### src/rtl/hamming_pkg.sv
// Shared Hamming(8,4) SECDED definitions for the encoder and decoder stages.
// Codeword vectors are indexed so that cw[i-1] holds bit c_i.
package hamming_pkg;

    localparam int CW_BITS   = 8;
    localparam int DATA_BITS = 4;

    localparam int POS_P1 = 1;
    localparam int POS_P2 = 2;
    localparam int POS_D1 = 3;
    localparam int POS_P4 = 4;
    localparam int POS_D2 = 5;
    localparam int POS_D3 = 6;
    localparam int POS_D4 = 7;
    localparam int POS_P0 = 8;

    typedef enum logic [1:0] {
        CLEAN   = 2'd0,
        CORR    = 2'd1,
        CORR_P0 = 2'd2,
        UNCORR  = 2'd3
    } dec_class_e;

    // data is {d4,d3,d2,d1}
    function automatic logic [CW_BITS-1:0] hamming_encode(input logic [DATA_BITS-1:0] data);
        logic [CW_BITS-1:0] cw;
        cw = '0;
        cw[POS_D1-1] = data[0];
        cw[POS_D2-1] = data[1];
        cw[POS_D3-1] = data[2];
        cw[POS_D4-1] = data[3];
        cw[POS_P1-1] = data[0] ^ data[1] ^ data[3];
        cw[POS_P2-1] = data[0] ^ data[2] ^ data[3];
        cw[POS_P4-1] = data[1] ^ data[2] ^ data[3];
        cw[POS_P0-1] = ^cw[POS_D4-1:0];
        return cw;
    endfunction

endpackage

### src/rtl/hamming_secded_dec_core.sv
// Combinational SECDED decode of one 8-bit codeword: syndrome, overall parity,
// classification and single-bit correction.
module hamming_secded_dec_core
    import hamming_pkg::*;
(
    input  logic [CW_BITS-1:0]   cw,
    output logic [DATA_BITS-1:0] data,
    output dec_class_e           dec_class,
    output logic [2:0]           err_pos
);

    logic [2:0]         syn;
    logic               q;
    logic [CW_BITS-1:0] fixed;

    // Syndrome bit k covers every Hamming position whose index has bit k set.
    generate
        for (genvar gi = 0; gi < 3; gi++) begin : g_syn
            always_comb begin
                syn[gi] = 1'b0;
                for (int i = 1; i <= POS_D4; i++) begin
                    if (((i >> gi) & 1) == 1)
                        syn[gi] = syn[gi] ^ cw[i-1];
                end
            end
        end
    endgenerate

    assign q = ^cw;

    always_comb begin
        fixed     = cw;
        dec_class = CLEAN;
        err_pos   = 3'd0;
        if (syn != 3'd0 && q) begin
            dec_class          = CORR;
            err_pos            = syn;
            fixed[syn - 3'd1]  = ~cw[syn - 3'd1];
        end else if (syn == 3'd0 && q) begin
            dec_class = CORR_P0;
        end else if (syn != 3'd0 && !q) begin
            dec_class = UNCORR;
        end
    end

    assign data = {fixed[POS_D4-1], fixed[POS_D3-1], fixed[POS_D2-1], fixed[POS_D1-1]};

endmodule

### src/rtl/hamming_secded_rx.sv
// Serial SECDED receiver: deserializes c1..c8, decodes on the c8 write and
// registers the nibble, flags and saturating error counters.
module hamming_secded_rx
    import hamming_pkg::*;
#(
    parameter int CNT_W = 8
) (
    input  logic                 clk,
    input  logic                 rst,
    input  logic                 serial_in,
    input  logic                 write,
    input  logic                 frame_clr,
    input  logic                 cnt_clr,
    output logic [DATA_BITS-1:0] data_out,
    output logic                 data_valid,
    output logic                 err_corrected,
    output logic                 err_uncorrectable,
    output logic [2:0]           err_pos,
    output logic [CNT_W-1:0]     corr_cnt,
    output logic [CNT_W-1:0]     uncorr_cnt
);

    typedef enum logic {IDLE, SHIFT} state_e;

    state_e                 state_q, state_d;
    logic [2:0]             bit_cnt_q, bit_cnt_d;
    logic [CW_BITS-2:0]     sr_q, sr_d;
    logic [DATA_BITS-1:0]   data_q, data_d;
    logic                   valid_q, valid_d;
    logic                   corr_q, corr_d;
    logic                   uncorr_q, uncorr_d;
    logic [2:0]             pos_q, pos_d;
    logic [CNT_W-1:0]       corr_cnt_q, corr_cnt_d;
    logic [CNT_W-1:0]       uncorr_cnt_q, uncorr_cnt_d;

    logic [DATA_BITS-1:0]   dec_data;
    dec_class_e             dec_class;
    logic [2:0]             dec_pos;
    logic                   fire;

    // New bits enter at the top, so after c7 the register holds c7..c1 and
    // the incoming bit completes the codeword as c8.
    hamming_secded_dec_core u_core (
        .cw        ({serial_in, sr_q}),
        .data      (dec_data),
        .dec_class (dec_class),
        .err_pos   (dec_pos)
    );

    always_comb begin
        state_d      = state_q;
        bit_cnt_d    = bit_cnt_q;
        sr_d         = sr_q;
        data_d       = data_q;
        valid_d      = 1'b0;
        corr_d       = corr_q;
        uncorr_d     = uncorr_q;
        pos_d        = pos_q;
        corr_cnt_d   = corr_cnt_q;
        uncorr_cnt_d = uncorr_cnt_q;
        fire         = 1'b0;

        if (frame_clr) begin
            state_d   = IDLE;
            bit_cnt_d = 3'd0;
        end else if (write) begin
            if (state_q == SHIFT && bit_cnt_q == 3'd7) begin
                fire      = 1'b1;
                state_d   = IDLE;
                bit_cnt_d = 3'd0;
            end else begin
                state_d   = SHIFT;
                bit_cnt_d = bit_cnt_q + 3'd1;
                sr_d      = {serial_in, sr_q[CW_BITS-2:1]};
            end
        end

        if (fire) begin
            valid_d  = 1'b1;
            data_d   = dec_data;
            corr_d   = (dec_class == CORR) || (dec_class == CORR_P0);
            uncorr_d = (dec_class == UNCORR);
            pos_d    = dec_pos;
        end

        if (cnt_clr) begin
            corr_cnt_d   = '0;
            uncorr_cnt_d = '0;
        end else if (fire) begin
            if (corr_d && corr_cnt_q != {CNT_W{1'b1}})
                corr_cnt_d = corr_cnt_q + 1'b1;
            if (uncorr_d && uncorr_cnt_q != {CNT_W{1'b1}})
                uncorr_cnt_d = uncorr_cnt_q + 1'b1;
        end
    end

    always_ff @(posedge clk or posedge rst) begin
        if (rst) begin
            state_q      <= IDLE;
            bit_cnt_q    <= 3'd0;
            sr_q         <= '0;
            data_q       <= '0;
            valid_q      <= 1'b0;
            corr_q       <= 1'b0;
            uncorr_q     <= 1'b0;
            pos_q        <= 3'd0;
            corr_cnt_q   <= '0;
            uncorr_cnt_q <= '0;
        end else begin
            state_q      <= state_d;
            bit_cnt_q    <= bit_cnt_d;
            sr_q         <= sr_d;
            data_q       <= data_d;
            valid_q      <= valid_d;
            corr_q       <= corr_d;
            uncorr_q     <= uncorr_d;
            pos_q        <= pos_d;
            corr_cnt_q   <= corr_cnt_d;
            uncorr_cnt_q <= uncorr_cnt_d;
        end
    end

    assign data_out          = data_q;
    assign data_valid        = valid_q;
    assign err_corrected     = corr_q;
    assign err_uncorrectable = uncorr_q;
    assign err_pos           = pos_q;
    assign corr_cnt          = corr_cnt_q;
    assign uncorr_cnt        = uncorr_cnt_q;

endmodule

### config.mk
export PLATFORM = sky130hd
export DESIGN_NAME = hamming_secded_rx
export DESIGN_NICKNAME = d
export VERILOG_FILES = /design/src/rtl/hamming_pkg.sv /design/src/rtl/hamming_secded_dec_core.sv /design/src/rtl/hamming_secded_rx.sv
export SDC_FILE = /design/constraint.sdc
export NUM_CORES = 1
export LEC_CHECK = 0
export ABC_CLOCK_PERIOD_IN_PS = 4500
export CAP_MARGIN = 20
export CORE_ASPECT_RATIO = 0.7
export CORE_MARGIN = 2
export CORE_UTILIZATION = 50
export DETAILED_ROUTE_END_ITERATION = 16
export DONT_BUFFER_PORTS = 1
export GPL_TIMING_DRIVEN = 0
export PLACE_DENSITY_LB_ADDON = 0.3
export SYNTH_ARGS = -nofsm -noshare
export SYNTH_HDL_FRONTEND = slang
export SYNTH_HIERARCHICAL = 1
export SYNTH_SLANG_ARGS = --single-unit
### constraint.sdc
create_clock -name clk -period 4.5 [get_ports clk]
set_input_delay 0.45 -clock clk [delete_from_list [all_inputs] [get_ports clk]]
set_output_delay 0.45 -clock clk [all_outputs]
set_load 0.1 [all_outputs]
# Yosys cells after proc, flatten, opt, wreduce, memory -nomap -nowiden
# Index checks and enable logic that the tools add are counted.
classes:
  n_reduce_logical: 19
  n_mux: 28
  n_addsub: 4
  n_eq_ne: 6
  order_cmp: 2
  bitwise_logic: 12
ops:
  columns: ["operator", "n"]
  rows:
  - ["8-bit 2-to-1 mux", 6]
  - ["8-bit by 1-bit adder with 8-bit output, second input constant", 2]
  - ["8-bit inequality test, second input constant", 2]
  - ["3-bit 2-to-1 mux", 4]
  - ["1-bit 2-to-1 mux", 11]
  - ["1-bit XOR", 9]
  - ["8-bit bitwise mux", 1]
  - ["2-bit nonzero test", 4]
  - ["8-bit XOR reduction", 1]
  - ["1-bit logical AND", 7]
  - ["7-bit 2-to-1 mux", 1]
  - ["2-bit 2-to-1 mux", 3]
  - ["2-bit == test, second input constant", 2]
  - ["3-bit by 4-bit < comparator with 1-bit output, second input constant", 1]
  - ["2-bit AND reduction", 2]
  - ["3-bit by 1-bit adder with 3-bit output, second input constant", 1]
  - ["1-bit binary-select mux with 3-bit select", 1]
  - ["1-bit demux with 3-bit select", 1]
  - ["3-bit == test, second input constant", 1]
  - ["3-bit by 1-bit greater-or-equal comparator with 1-bit output, second input constant", 1]
  - ["3-bit zero test", 1]
  - ["1-bit NOT", 3]
  - ["3-bit AND reduction", 1]
  - ["3-bit nonzero test", 1]
  - ["4 further kinds", 4]
word_totals:
  reg_bits: 37
  output_inout_bits: 26
  in_bits: 6
  elab_cells: 81

# Longest topological paths before layout
# Gate-level depths: netlist of the first run.
depth:
  ltp_word: 15
  mapped_depth: 13

# Cells and area by module
# Netlist of the first run, hierarchy kept.
by_module_without_submodules:
  columns: ["mod", "area_per_inst_um2", "cells_each", "n_inst", "seq_area_each_um2"]
  rows:
  - ["hamming_secded_rx", 1707.9, 161, 1, 925.9]
  - ["hamming_secded_dec_core", 377.9, 54, 1, 0.0]

# Least setup slack after synthesis of the first run
# OpenSTA, ideal clock, no wires.
synth_path:
  path_kind: "register to register"
  start: "reg sr_q[4]"
  end: "reg corr_cnt_q[3] (netlist: corr_cnt[3])"
  t_required_ns: 4.422
  path_stages_with_launch: 13
  period_less_slack_ns: 2.913
  setup_ns: 0.078
  arrival_ns: 2.835
  slack_ns: 1.587
  cell_sequence: "dfrtp_1 > xnor2_2 > xor2_2 > inv_1 > ha_1 > ha_1 > inv_1 > ha_1 > ha_1 > o211ai_4 > buf_6 > or3_1 > a21oi_1"
synth_between:
  elab_chain_len: 14
synth_rtl:
  columns: ["element", "line", "text"]
  rows:
  - ["start: declaration", "hamming_secded_rx.sv:27", "logic [CW_BITS-2:0] sr_q, sr_d;"]
  - ["start signal: assignment", "hamming_secded_rx.sv:112", "sr_q <= sr_d;"]
  - ["1-bit XOR (3 in series)", "hamming_secded_dec_core.sv:23", "syn[gi] = syn[gi] ^ cw[i-1];"]
  - ["3-bit nonzero test", "hamming_secded_dec_core.sv:35, hamming_secded_dec_core.sv:41", null]
  - ["1-bit logical AND", "hamming_secded_dec_core.sv:41", "end else if (syn != 3'd0 && !q) begin"]
  - ["2-bit 2-to-1 mux", "hamming_secded_dec_core.sv:41", null]
  - ["2-bit 2-to-1 mux", "hamming_secded_dec_core.sv:39", "end else if (syn == 3'd0 && q) begin"]
  - ["2-bit 2-to-1 mux (*)", "hamming_secded_dec_core.sv:35", "if (syn != 3'd0 && q) begin"]
  - ["net dec_class[1]", "hamming_secded_rx.sv:37", "dec_class_e dec_class;"]
  - ["2-bit by 1-bit == test with 1-bit output or 2-bit == test (tied branches)", "hamming_secded_rx.sv:81", "corr_d = (dec_class == CORR) || (dec_class == CORR_P0);"]
  - ["1-bit logical OR (*)", "hamming_secded_rx.sv:81", null]
  - ["1-bit 2-to-1 mux (*)", "hamming_secded_rx.sv:78", "if (fire) begin"]
  - ["1-bit logical AND (*)", "hamming_secded_rx.sv:90", "if (corr_d && corr_cnt_q != {CNT_W{1'b1}})"]
  - ["2-bit nonzero test (no line) (*)", null, null]
  - ["2-bit AND reduction (no line) (*)", null, null]
  - ["end signal: assignment", "hamming_secded_rx.sv:118", "corr_cnt_q <= corr_cnt_d;"]
  - ["end: declaration", "hamming_secded_rx.sv:33", "logic [CNT_W-1:0] corr_cnt_q, corr_cnt_d;"]
# The timed path passes the listed nets; every way through them passes the cells marked *.
# A chain may end at the register's enable or synchronous reset.

# Final worst setup path of the first run
# Ends and elaborated chain as after synthesis.

==> results of run 1 <==
sequential cells by signal (all words and copies together), names as in the netlist:
register / cells
state_q: 1
err_pos: 3
data_valid: 1
err_corrected: 1
err_uncorrectable: 1
corr_cnt: 8
data_out: 4
uncorr_cnt: 8
bit_cnt_q: 3
sr_q: 7
routing by layer:
layer	up-vias	share of wire	routed length (um)
met2	44	0.45	1940
met4	0	0.0072	31
met5	-	0	0
li1	773	-	-
met3	4	0.065	282
met1	759	0.48	2080
cells in the mapped netlist:
master,instances,area share
dfrtp_1,37,0.44
nand2_1,35,0.063
nor2_1,17,0.031
xnor2_1,14,0.059
o21ai_0,11,0.026
inv_1,10,0.018
nand3_1,10,0.024
ha_1,9,0.054
a21oi_1,7,0.017
mux2_2,7,0.038
o31ai_1,5,0.018
nand4_1,4,0.012
or3_1,4,0.012
or4_1,4,0.014
xor2_1,4,0.017
clkbuf_1,3,0.0054
mux2i_1,3,0.014
nand3b_1,3,0.011
a211oi_1,2,0.0072
a31oi_1,2,0.0060
and4_1,2,0.0084
buf_1,2,0.0036
nor3_1,2,0.0048
a2111oi_2,1,0.0072
a211o_1,1,0.0042
and3_1,1,0.0030
buf_4,1,0.0036
buf_6,1,0.0054
clkinv_2,1,0.0024
nand2b_1,1,0.0030
nand4b_1,1,0.0042
nand4b_4,1,0.011
nor2b_1,1,0.0030
nor4_1,1,0.0030
nor4b_1,1,0.0042
o2111ai_1,1,0.0042
o211ai_2,1,0.0060
o211ai_4,1,0.010
o21ai_1,1,0.0024
xnor2_2,1,0.0078
xor2_2,1,0.0078
cells by family (layout without fill, tap and decap cells):
| logic type | after synthesis | count (layout) | synth area share |
|---|---|---|---|
| multiplexers | 10 | 10 | 0.0522 |
| buffers and inverters | 18 | 26 | 0.0384 |
| AND/OR/NAND/NOR | 88 | 88 | 0.212 |
| XOR/XNOR | 20 | 20 | 0.0912 |
| AO/OA/AOI/OAI | 33 | 33 | 0.109 |
| adder cells (fa/ha/maj) | 9 | 9 | 0.0540 |
| flip-flops | 37 | 37 | 0.444 |
per-stage QoR:
| stage | util | std cells | worst slack [ps] |
|---|---|---|---|
| floorplan | - | 215 | 1590 |
| global placement | 0.542 | 267 | 1280 |
| detailed placement | 0.542 | 267 | 1200 |
| CTS | 0.572 | 275 | 1170 |
| global route | 0.572 | 275 | 1010 |
| finish | 0.572 | 275 | 1160 |
final timing paths:
check                               endpoint  cells after the start  slack (ps)    startpoint
worst min register to register  bit_cnt_q[2]                      2         500  bit_cnt_q[2]
worst max register to register   corr_cnt[3]                     12        1160       sr_q[4]
worst min-delay path            bit_cnt_q[1]                      1         170           rst
worst max-delay path             corr_cnt[3]                     12        1160       sr_q[4]
max in group asynchronous        corr_cnt[0]                      1        3830           rst
min in group clk                bit_cnt_q[1]                      1         210     frame_clr
power by group through the flow:
stage | clock, W | sequential (W) | combinational, W
after detailed placement | 0 | 0.000417 | 0.000892
after floorplan | 0 | 0.000402 | 0.000718
after global routing | 0.000323 | 0.000417 | 0.00102
final | 0.000305 | 0.000409 | 0.000915
after CTS | 0.000309 | 0.000410 | 0.000910
after global placement | 0 | 0.000415 | 0.000856
final cells by class:
class	count	share of cell area
well taps	52	0.0287
inverters	11	0.0187
clock buffers	6	0.0364
flip-flops and latches	37	0.408
clock inverters	2	0.0165
multi-input cells	160	0.475
plain buffers	7	0.0165
==> impl_metrics.csv, run 1 <==
group,metric,value,unit
worst_setup_path,worst_setup_path_start_kind,"flip-flop",
finish,multi_input_area,1080,sq um
floorplan,dieWidth,81.2,um
synth,syn-cell-area,2090,sq um
finish,nets,237,
floorplan,fp.dieH,58.0,um
timing,holdWs,172,ps
clock_network,htreeDepth,2,
global_route,antenna_found_initial,0,
floorplan,die_area,4710,sq um
pwr,finalPower,0.00163,W
clock_network,cts.sinks,37,
clock_network,clk_transition_reported_paths,80,ps
floorplan,rows,19,
timing,final.setup_skew,7.07,ps
synth,netlist_instances,215,
job,drv_cap,0,
finish,n_fill_cell,352,
global_route,grt_pass1_wl,7260,um
pwr,seq_power_share,0.251,
worst_setup_path,cp.required,4720,ps
pwr,p_leak,1.01,nW
synth,ys_seq_area_frac,0.444,
timing,hold_violations,0,
synth,synth_warnings,6,
routing,drtIter0Drc,65,
worst_setup_path,crit_family,"adder cells",
global_route,overflow,0,
placement,portBuffers,0,
pwr,clkPwrFrac,0.187,
timing,setup_tns,0,ps
finish,final_cell_mix,"37 x dfrtp_1, 35 x nand2_1, 17 x nor2_1",
timing,period_needed,3340,ps
clock_network,clk_latency,300,ps
clock_network,cts_max_path_buffers,2,
routing,firstDrtPassIters,5,
finish,drive_gt1_frac,0.112,
routing,ant_nets,0,
worst_setup_path,crit_path_frequent_cell,"ha_1",
placement,gp_congestion,0.813,
routing,drc,0,
routing,vias,1580,
floorplan,io_pins,32,
finish,final_common_cell,"dfrtp_1",
timing,final_max_slew_viol_count,0,
clock_network,holdBufCountCts,0,
synth,synth_nets,230,
floorplan,core,3970,sq um
global_route,grtUsageTotal,0.207,
timing,min_period_over_period,0.742,
worst_setup_path,crit_type,"flip-flop to flip-flop",
global_route,gr-max-usage-layer,"met2",
finish,post-route-cell-area,2270,sq um
routing,wl,4330,um
pwr,max-vdd-ir-drop,306,uV
pwr,p_per_area,718,nW/um^2
timing,maxSlewHeadroom,0.271,
worst_setup_path,arrival,3570,ps
timing,setup_viol,0,
worst_setup_path,critPathBufInv,3,
worst_setup_path,worst_setup_path_end_kind,"flip-flop",
clock_network,cts_buffers,5,
routing,wl_per_cell,15.8,um
global_route,grt_use_met1,0.278,
outcome,status,"completed",
global_route,use_met3,0.0717,
finish,seqCellArea,926,sq um
synth,synth_area_per_cell,9.70,sq um
finish,syn2layout_area_growth,8.88,%
placement,dp_hpwl,3110,um
synth,synth-seq-cells,37,
finish,insertedDiodeCount,0,
pwr,internal-power,0.000898,W
timing,rsz0062_at_grt,"false",
pwr,combPwrFrac,0.561,
clock_network,cts_setup_buffers,0,
pwr,p_switching,0.000731,W
worst_setup_path,crit_chain,"xnor2_2 -> xor2_2 -> inv_1 -> ha_1 -> ha_1 -> inv_1 -> ha_1 -> ha_1 -> o211ai_4 -> buf_6 -> or3_1 -> a21oi_1",
placement,placed_cell_area,2150,sq um
floorplan,initial_core_util,0.525,
clock_network,cts_resized,0,
global_route,grt_max_degree,38,
worst_setup_path,cpMaxStageDelayCell,"dfrtp_1",
timing,fmax,299,MHz
timing,worstMarginPinSlew,1090,ps
routing,avgViaCountPerCell,5.75,
global_route,grt_pass1_vias,1528,
clock_network,cts_tree,"built",
worst_setup_path,slowest_delay,500,ps
pwr,netSwitchingFraction,0.449,
global_route,grt_use_met2,0.314,
synth,synthDistinctLibCells,41,
worst_setup_path,worstPathMaxFanout,10,
hold_path,hold_class,"input pin to async pin",
clock_network,cts_root_buf,"clkbuf_8",
Note: power is estimated with default switching activity, not from simulation.
==> run 2, diff against run 1 <==
--- a/config.mk
+++ b/config.mk
@@ -5,7 +5,7 @@
 export SDC_FILE = /design/constraint.sdc
 export NUM_CORES = 1
 export LEC_CHECK = 0
-export ABC_CLOCK_PERIOD_IN_PS = 4500
+export ABC_CLOCK_PERIOD_IN_PS = 2900
 export CAP_MARGIN = 20
 export CORE_ASPECT_RATIO = 0.7
 export CORE_MARGIN = 2
==> constraint.sdc (replaced) <==
create_clock -name clk -period 2.9 [get_ports clk]
set_input_delay 0.29 -clock clk [delete_from_list [all_inputs] [get_ports clk]]
set_output_delay 0.29 -clock clk [all_outputs]
set_load 0.1 [all_outputs]
==> impl_metrics.csv, run 2 (same netlist as run 1, synthesis figures left out) <==
group,metric,value,unit
placement,gp_congestion,0.793,
pwr,max-vdd-ir-drop,714,uV
global_route,grt_pass1_wl,7230,um
global_route,overflow,0,
clock_network,cts_buffers,5,
routing,avgViaCountPerCell,5.65,
routing,drc,0,
pwr,p_leak,1.05,nW
pwr,p_per_area,1170,nW/um^2
floorplan,io_pins,32,
timing,hold_violations,0,
finish,final_cell_mix,"35 x nand2_1, 33 x dfrtp_1, 17 x nor2_1",
routing,wl_per_cell,15.6,um
clock_network,cts_root_buf,"clkbuf_8",
placement,dp_slack,-333,ps
finish,final_common_cell,"nand2_1",
timing,worst_slack,121,ps
floorplan,core,3970,sq um
timing,final_max_slew_viol_count,0,
timing,final.setup_skew,12.3,ps
floorplan,rows,19,
routing,ant_nets,0,
outcome,status,"completed",
finish,syn2layout_area_growth,14.3,%
worst_setup_path,arrival,3010,ps
clock_network,clk_transition_reported_paths,80,ps
clock_network,cts_max_path_buffers,2,
finish,utilization,0.600,
timing,maxSlewHeadroom,0.278,
finish,post-route-cell-area,2380,sq um
global_route,grt_pass1_vias,1499,
finish,nets,246,
floorplan,initial_core_util,0.525,
pwr,clkPwrFrac,0.134,
placement,placed_cell_area,2150,sq um
clock_network,clk_latency,300,ps
timing,fmax,360,MHz
floorplan,dieWidth,81.2,um
job,drv_cap,0,
finish,drive_gt1_frac,0.195,
finish,insertedDiodeCount,0,
pwr,combPwrFrac,0.636,
worst_setup_path,worst_setup_path_end_kind,"flip-flop",
pwr,p_switching,0.00121,W
floorplan,fp.dieH,58.0,um
routing,drtIter0Drc,93,
routing,firstDrtPassIters,4,
finish,n_fill_cell,336,
routing,wl,4420,um
clock_network,cts_tree,"built",
clock_network,holdBufCountCts,0,
timing,setup_viol,0,
global_route,antenna_found_initial,0,
timing,setup_tns,0,ps
placement,dp_hpwl,2900,um
routing,vias,1598,
worst_setup_path,crit_type,"flip-flop to flip-flop",
pwr,internal-power,0.00158,W
pwr,netSwitchingFraction,0.434,
pwr,finalPower,0.00278,W
timing,worstMarginPinSlew,1080,ps
clock_network,htreeDepth,2,
worst_setup_path,cp.required,3130,ps
floorplan,die_area,4710,sq um
placement,portBuffers,0,
clock_network,cts.sinks,37,
timing,period_needed,2780,ps
pwr,seq_power_share,0.229,
worst_setup_path,worstPathMaxFanout,7,
global_route,grt_max_degree,38,
hold_path,hold_class,"input pin to async pin",
timing,min_period_over_period,0.958,
worst_setup_path,worst_setup_path_start_kind,"flip-flop",
global_route,grtUsageTotal,0.206,
## run 2: cell count changes in the layout (fill, tap and decap cells not counted), moves of 2 or more
| cell | before | now |
|---|---|---|
| dfrtp_2 | 0 | 4 |
| ha_1 | 9 | 7 |
| dfrtp_1 | 37 | 33 |
| buf_4 | 1 | 9 |
| or4_4 | 0 | 2 |
| a21oi_1 | 7 | 4 |
| xnor2_4 | 0 | 2 |
| or4_1 | 4 | 2 |
| a21oi_2 | 0 | 3 |
## run 2: path summary, 6_finish.rpt
kind                               from            end  slack [ps]  depth (start not counted)
max                             sr_q[6]    corr_cnt[5]         120                         11
min                                 rst  uncorr_cnt[2]           8                          1
max reg2reg                     sr_q[6]    corr_cnt[5]         120                         11
min reg2reg                bit_cnt_q[2]   bit_cnt_q[2]         500                          2
max in group asynchronous           rst        sr_q[2]        2350                          1
min in group clk              frame_clr        state_q          50                          1
## run 2: repair_timing
item | in CTS | in global routing
setup buffers | 5 | 3
pin swaps | 4 | 5
endpoints found under the setup margin | 17 | 11
gates resized for setup | 8 | 9
endpoints found under the hold margin | 0 | 0
cloned | 0 | 1
## run 2: power by group through the flow
stage,logic (W),clock network (W),registers [W]
finish,0.00177,0.000374,0.000639
global route,0.00195,0.000410,0.000648
CTS,0.00150,0.000382,0.000633
detailed placement,0.00134,0,0.000648
global placement,0.00133,0,0.000645
floorplan,0.00112,0,0.000624
## run 2: worst max-delay path, stage by stage, from the launching register on
cell	delay, ps
dfrtp_2	490
xnor2_4	200
xor2_2	210
inv_2	90
ha_2	200
ha_1	190
inv_1	50
ha_1	250
ha_4	290
o211ai_4	100
or4_4	500
a21oi_2	140
## run 2: cell type report
type	count	area (sq um)	share of cell area
inverters	11	42.5	0.0178
multi-input cells	160	1160	0.485
repair buffers	9	65.1	0.0273
well taps	52	65.1	0.0273
plain buffers	7	37.5	0.0157
flip-flops and latches	37	931	0.391
clock buffers	7	86.3	0.0362
## run 2: routing by layer
metal	track usage	up-vias	wire length, um
li1	-	788	-
met1	0.289	756	2220
met2	0.290	46	1840
met3	0.0701	8	282
met4	0.0896	0	75
met5	0	-	0
## run 2: stage by stage
stage                     instances  hold WS, ps
final                           283         7.99
after global routing            283         38.9
after CTS                       279         32.1
after detailed placement        267          357
after global placement          267          358
after floorplan                 215          356
==> RTL edit 1: new RTL, settings of run 2 <==
The parameter `CNT_W` goes from 8 to 6.
--- a/src/rtl/hamming_secded_rx.sv
+++ b/src/rtl/hamming_secded_rx.sv
@@ -3,7 +3,7 @@
 module hamming_secded_rx
     import hamming_pkg::*;
 #(
-    parameter int CNT_W = 8
+    parameter int CNT_W = 6
 ) (
     input  logic                 clk,
     input  logic                 rst,
Ports: changed (resized corr_cnt and uncorr_cnt); port bits go from 32 to 28. No check against the original RTL was run, so the function may have changed too.
==> RTL edit 1 against run 2 <==
- the flow now finishes with violations (hold timing)
- via count fell by 7.5%
- routed wire length fell by 4.1%
- worst hold slack got worse by 11 ps
- critical path type unchanged
- worst setup slack got worse by 1.5 ps
- final area fell by 7.9%
- power rose by 7.7%
- sequential cell count fell by 4
- synthesized area fell by 12%
- highest routed layer unchanged
==> RTL edit 1: results (changes against run 2) <==
stage;metric;value;unit;change
place;DP HPWL;2890;µm;-0.49%
grt;wire length of the first global-routing pass;6820;µm;-5.6%
grt;via count of the first global-routing pass;1458;;-2.7%
logic_synthesis;top cells by area in the synthesized netlist;dfrtp_1, nand2_1, ha_1;;
logic_synthesis;number of distinct library cells after synthesis;31;;-24%
outcome;run status;finished, violations left;;
clock_tree;clock transition time at the flip-flop clock pins of the worst setup and hold paths;60;ps;-20 ps
logic_synthesis;list of most frequent post-synthesis cells;nand2_1, dfrtp_1, o21ai_0, nor2_1;;
grt;Tot GR Track Use;22.2;%;+1.6 points
sta;Worst Hold Margin;-3.41;ps;-11.4 ps
power_and_ir_drop;IR drop worst, VDD;1020;µV;+42%
grt;maximum number of pins on one net before global-route repair;19;;-50%
drt;Met1 Routed Length;1920;µm;-14%
sta;clk_skew;4.41;ps;-7.84 ps
place;area post-placement;1940;µm²;-9.6%
drt;Routed met3 length;240;µm;-15%
drt;detail-routed via count per cell;5.60;;-0.85%
setup_path;CP Max Fanout;6;;-1
setup_path;arrival time of data at the critical path endpoint;2990;ps;-20 ps
layout;ratio of cells with drive above 1 in the final layout;21.0;%;+1.5 points
place;number of I/O port buffers;0;;unchanged
layout;count of nets after finishing;228;;-7.3%
outcome;violated checks;hold timing;;
layout;layout-stage area growth over the synthesis result;19.6;%;
drt;total length of routed met2 wires;1990;µm;+8.5%
sta;worst slew pin tran;998;ps;-85.0 ps
sta;count of endpoints failing hold in the final timing report;13;;+13
clock_tree;number of buffers on the longest clock path;2;;unchanged
place;Place WS;-326;ps;+7.07 ps
logic_synthesis;sequential fraction of the synthesis area;45.0;%;+0.63 points
place;placer's final routability congestion estimate;0.848;;+6.9%
drt;number of DRC markers in iteration 0;85;;-8.6%
[RTL edit 1: through the flow]
stage	instances	TNS [ps]	hold WS (ps)	util, %
finish	264	0	-3.41	62.5
global route	264	0	51.7	62.5
CTS	257	0	16.9	59.8
detailed placement	242	-1290	323	55.3
global placement	241	-309	356	54.6
floorplan	191	0	353	-
[RTL edit 1: cell type report]
class	count	area [µm²]
Buffer	3	11.3
Multi-Input combinational cell	144	1030
Fill cell	306	1320
Clock buffer	8	90.1
Inverter	12	46.3
Tap cell	50	62.6
Sequential cell	33	831
Timing Repair Buffer	14	125
[RTL edit 1: power breakdown]
group | total, mW | internal, mW | switching [mW]
sequential | 0.586 | 0.505 | 0.0810
clock | 0.352 | 0.193 | 0.159
combinational | 2.06 | 1.02 | 1.04
[RTL edit 1: repair_timing]
item	4_1_cts	5_1_grt
hold endpoints to repair	0	0
setup endpoints to repair	11	6
gates cloned	0	1
pin swaps	4	5
setup buffers	7	6
gates resized for setup	5	5
[RTL edit 1: path summary, 6_finish.rpt]
kind,startpoint,endpoint,slack (ps),depth (start not counted)
max,sr_q[2],corr_cnt[5],120,11
min,rst,sr_q[3],-3,1
max reg2reg,sr_q[2],corr_cnt[5],120,11
min reg2reg,bit_cnt_q[1],bit_cnt_q[1],510,2
max in group asynchronous,rst,corr_cnt[1],2390,2
min in group clk,cnt_clr,corr_cnt[3],60,1
[RTL edit 1: worst reg2reg max path: stages (launching register included)]
cell      delay, ps
dfrtp_2         470
xor2_1          190
xnor2_1         240
inv_1            90
ha_2            190
ha_1            190
inv_1           100
ha_4            220
ha_4            280
o211ai_4         90
or4_4           500
a21oi_2         140
[RTL edit 1: logic make-up after synthesis]
logic type | Yosys count | synth area share (%)
AO/OA/AOI/OAI | 32 | 11.4
adder cells (fa/ha/maj) | 9 | 6.14
multiplexers | 9 | 5.39
AND/OR/NAND/NOR | 77 | 20.5
buffers and inverters | 15 | 3.14
flip-flops | 33 | 45.0
XOR/XNOR | 16 | 8.46
[RTL edit 1: per-layer routing]
layer	track usage [%]	up-vias
met1	26.1	720
met4	10.6	0
li1	-	705
met2	38.8	44
met5	0	-
met3	6.44	9
==> RTL edit 2: new RTL, settings of run 2 <==
Made on the original files. Reset style: synchronous (`rst`), changed in one clocked block.
--- a/src/rtl/hamming_secded_rx.sv
+++ b/src/rtl/hamming_secded_rx.sv
@@ -94,7 +94,7 @@
         end
     end
 
-    always_ff @(posedge clk or posedge rst) begin
+    always_ff @(posedge clk) begin
         if (rst) begin
             state_q      <= IDLE;
             bit_cnt_q    <= 3'd0;
Formal check against the unedited RTL: differs if rst is asserted again (counterexample within 10 cycles, from zero or initial values and one cycle with rst high); with rst held inactive, the same outputs for 10 cycles.
==> RTL edit 2 against run 2 <==
- final area is 2.0% lower
- worst setup slack worse by 3.0 ps
- cell count is 6.7% higher
- global-route usage is 0.78 points lower
- non-clock buffer count is 3 lower
- highest routed layer unchanged
- routed wire length is 1.3% higher
- sequential cell count stayed put
- critical path depth is 1 higher
- synthesized cell count is 10% higher
- largest cell class unchanged
- synthesized area is 2.0% lower
Power is not compared: it rests on default switching activity, and its combinational part moved more than twofold at a synthesized area within 25%.
==> RTL edit 2: results (changes against run 2) <==
stage;metric;value;unit;change
sta;tightest slew margin relative to the limit;24.2;%;-3.6 points
grt;wire length of the first global-routing pass;7040;µm;-2.6%
layout;inverter count of the layout excluding clock inverters;10;;-1
setup_path;endpoint of the worst-slack reg-to-reg timing path;corr_cnt[3];;
logic_synthesis;dominant register cell in the synthesized netlist;dfxtp_1;;
drt;detail-routed via count per cell;5.70;;+0.98%
layout;fillcell total;361;;+7.4%
outcome;run status;finished, final reports clean;;
logic_synthesis;compound-gate portion of the synthesized area;12.9;%;+2.0 points
grt;met1 Track Usage GR;29.6;%;+0.68 points
grt;Global Route met2 Usage;25.5;%;-3.6 points
layout;count of clock-net buffers in the final layout;6;;-1
setup_path;arrival time of data at the critical path endpoint;2980;ps;-30 ps
place;placer's final routability congestion estimate;0.822;;+3.6%
grt;GR Util met3;5.70;%;-1.3 points
layout;share of the final layout cell area in multi-input gates;55.4;%;+6.9 points
drt;count of vias placed by the detailed router;1722;;+7.8%
sta;clk_skew;8.49;ps;-3.76 ps
layout;multi-input gates;182;;+14%
layout;Non-Clock Buffer Area Fraction;4.34;%;+0.036 points
logic_synthesis;number of distinct library cells after synthesis;47;;+15%
setup_path;worst reg2reg startpoint;sr_q[2];;
logic_synthesis;ys async rst share;0;%;-100 points
grt;via count of the first global-routing pass;1481;;-1.2%
place;number of cells in the design after placement;289;;+8.2%
logic_synthesis;sequential fraction of the synthesis area;36.2;%;-8.2 points
layout;count of plain and timing-repair buffers;13;;-3
min_path;worst min path class;in -> reg;;
logic_synthesis;Syn Nets;252;;+9.6%
logic_synthesis;Synth Area in Adders;5.51;%;+0.11 points
setup_path;CP max-delay cell;dfxtp_4;;
place;area post-placement;2110;µm²;-1.9%
setup_path;R2R cell count;12;;+1
layout;share of final layout cell area taken by clock buffers and inverters;3.54;%;-0.085 points
setup_path;biggest cell delay along the critical path;420;ps;-80 ps
drt;Routed met3 length;311;µm;+10%
place;DP HPWL;3010;µm;+3.8%
## RTL edit 2: repair_timing
item / CTS / global route
gates resized for setup: 12 / 4
endpoints found under the hold margin: 0 / 0
setup buffers: 3 / 1
setup endpoints to repair: 11 / 7
pin swaps: 5 / 4
## RTL edit 2: power breakdown
group / internal [mW] / switching [mW]
Sequential: 0.508 / 0.00512
Clock: 0.167 / 0.183
Combinational: 0.0494 / 0.0634
Total: 0.724 / 0.251
## RTL edit 2: stage by stage
stage          util (%)  power (mW)  worst slack (ps)  TNS [ps]  hold slack (ps)
3_3_place_gp       53.8       0.617              -295     -1770              371
3_5_place_dp       53.8       0.618              -327     -1680              373
2_1_floorplan         -       0.600              28.8         0              367
5_1_grt            59.5        1.02             -28.5     -32.4             54.3
6_report           59.5       0.975               118         0             70.9
4_1_cts            57.9       0.971              54.1         0             62.2
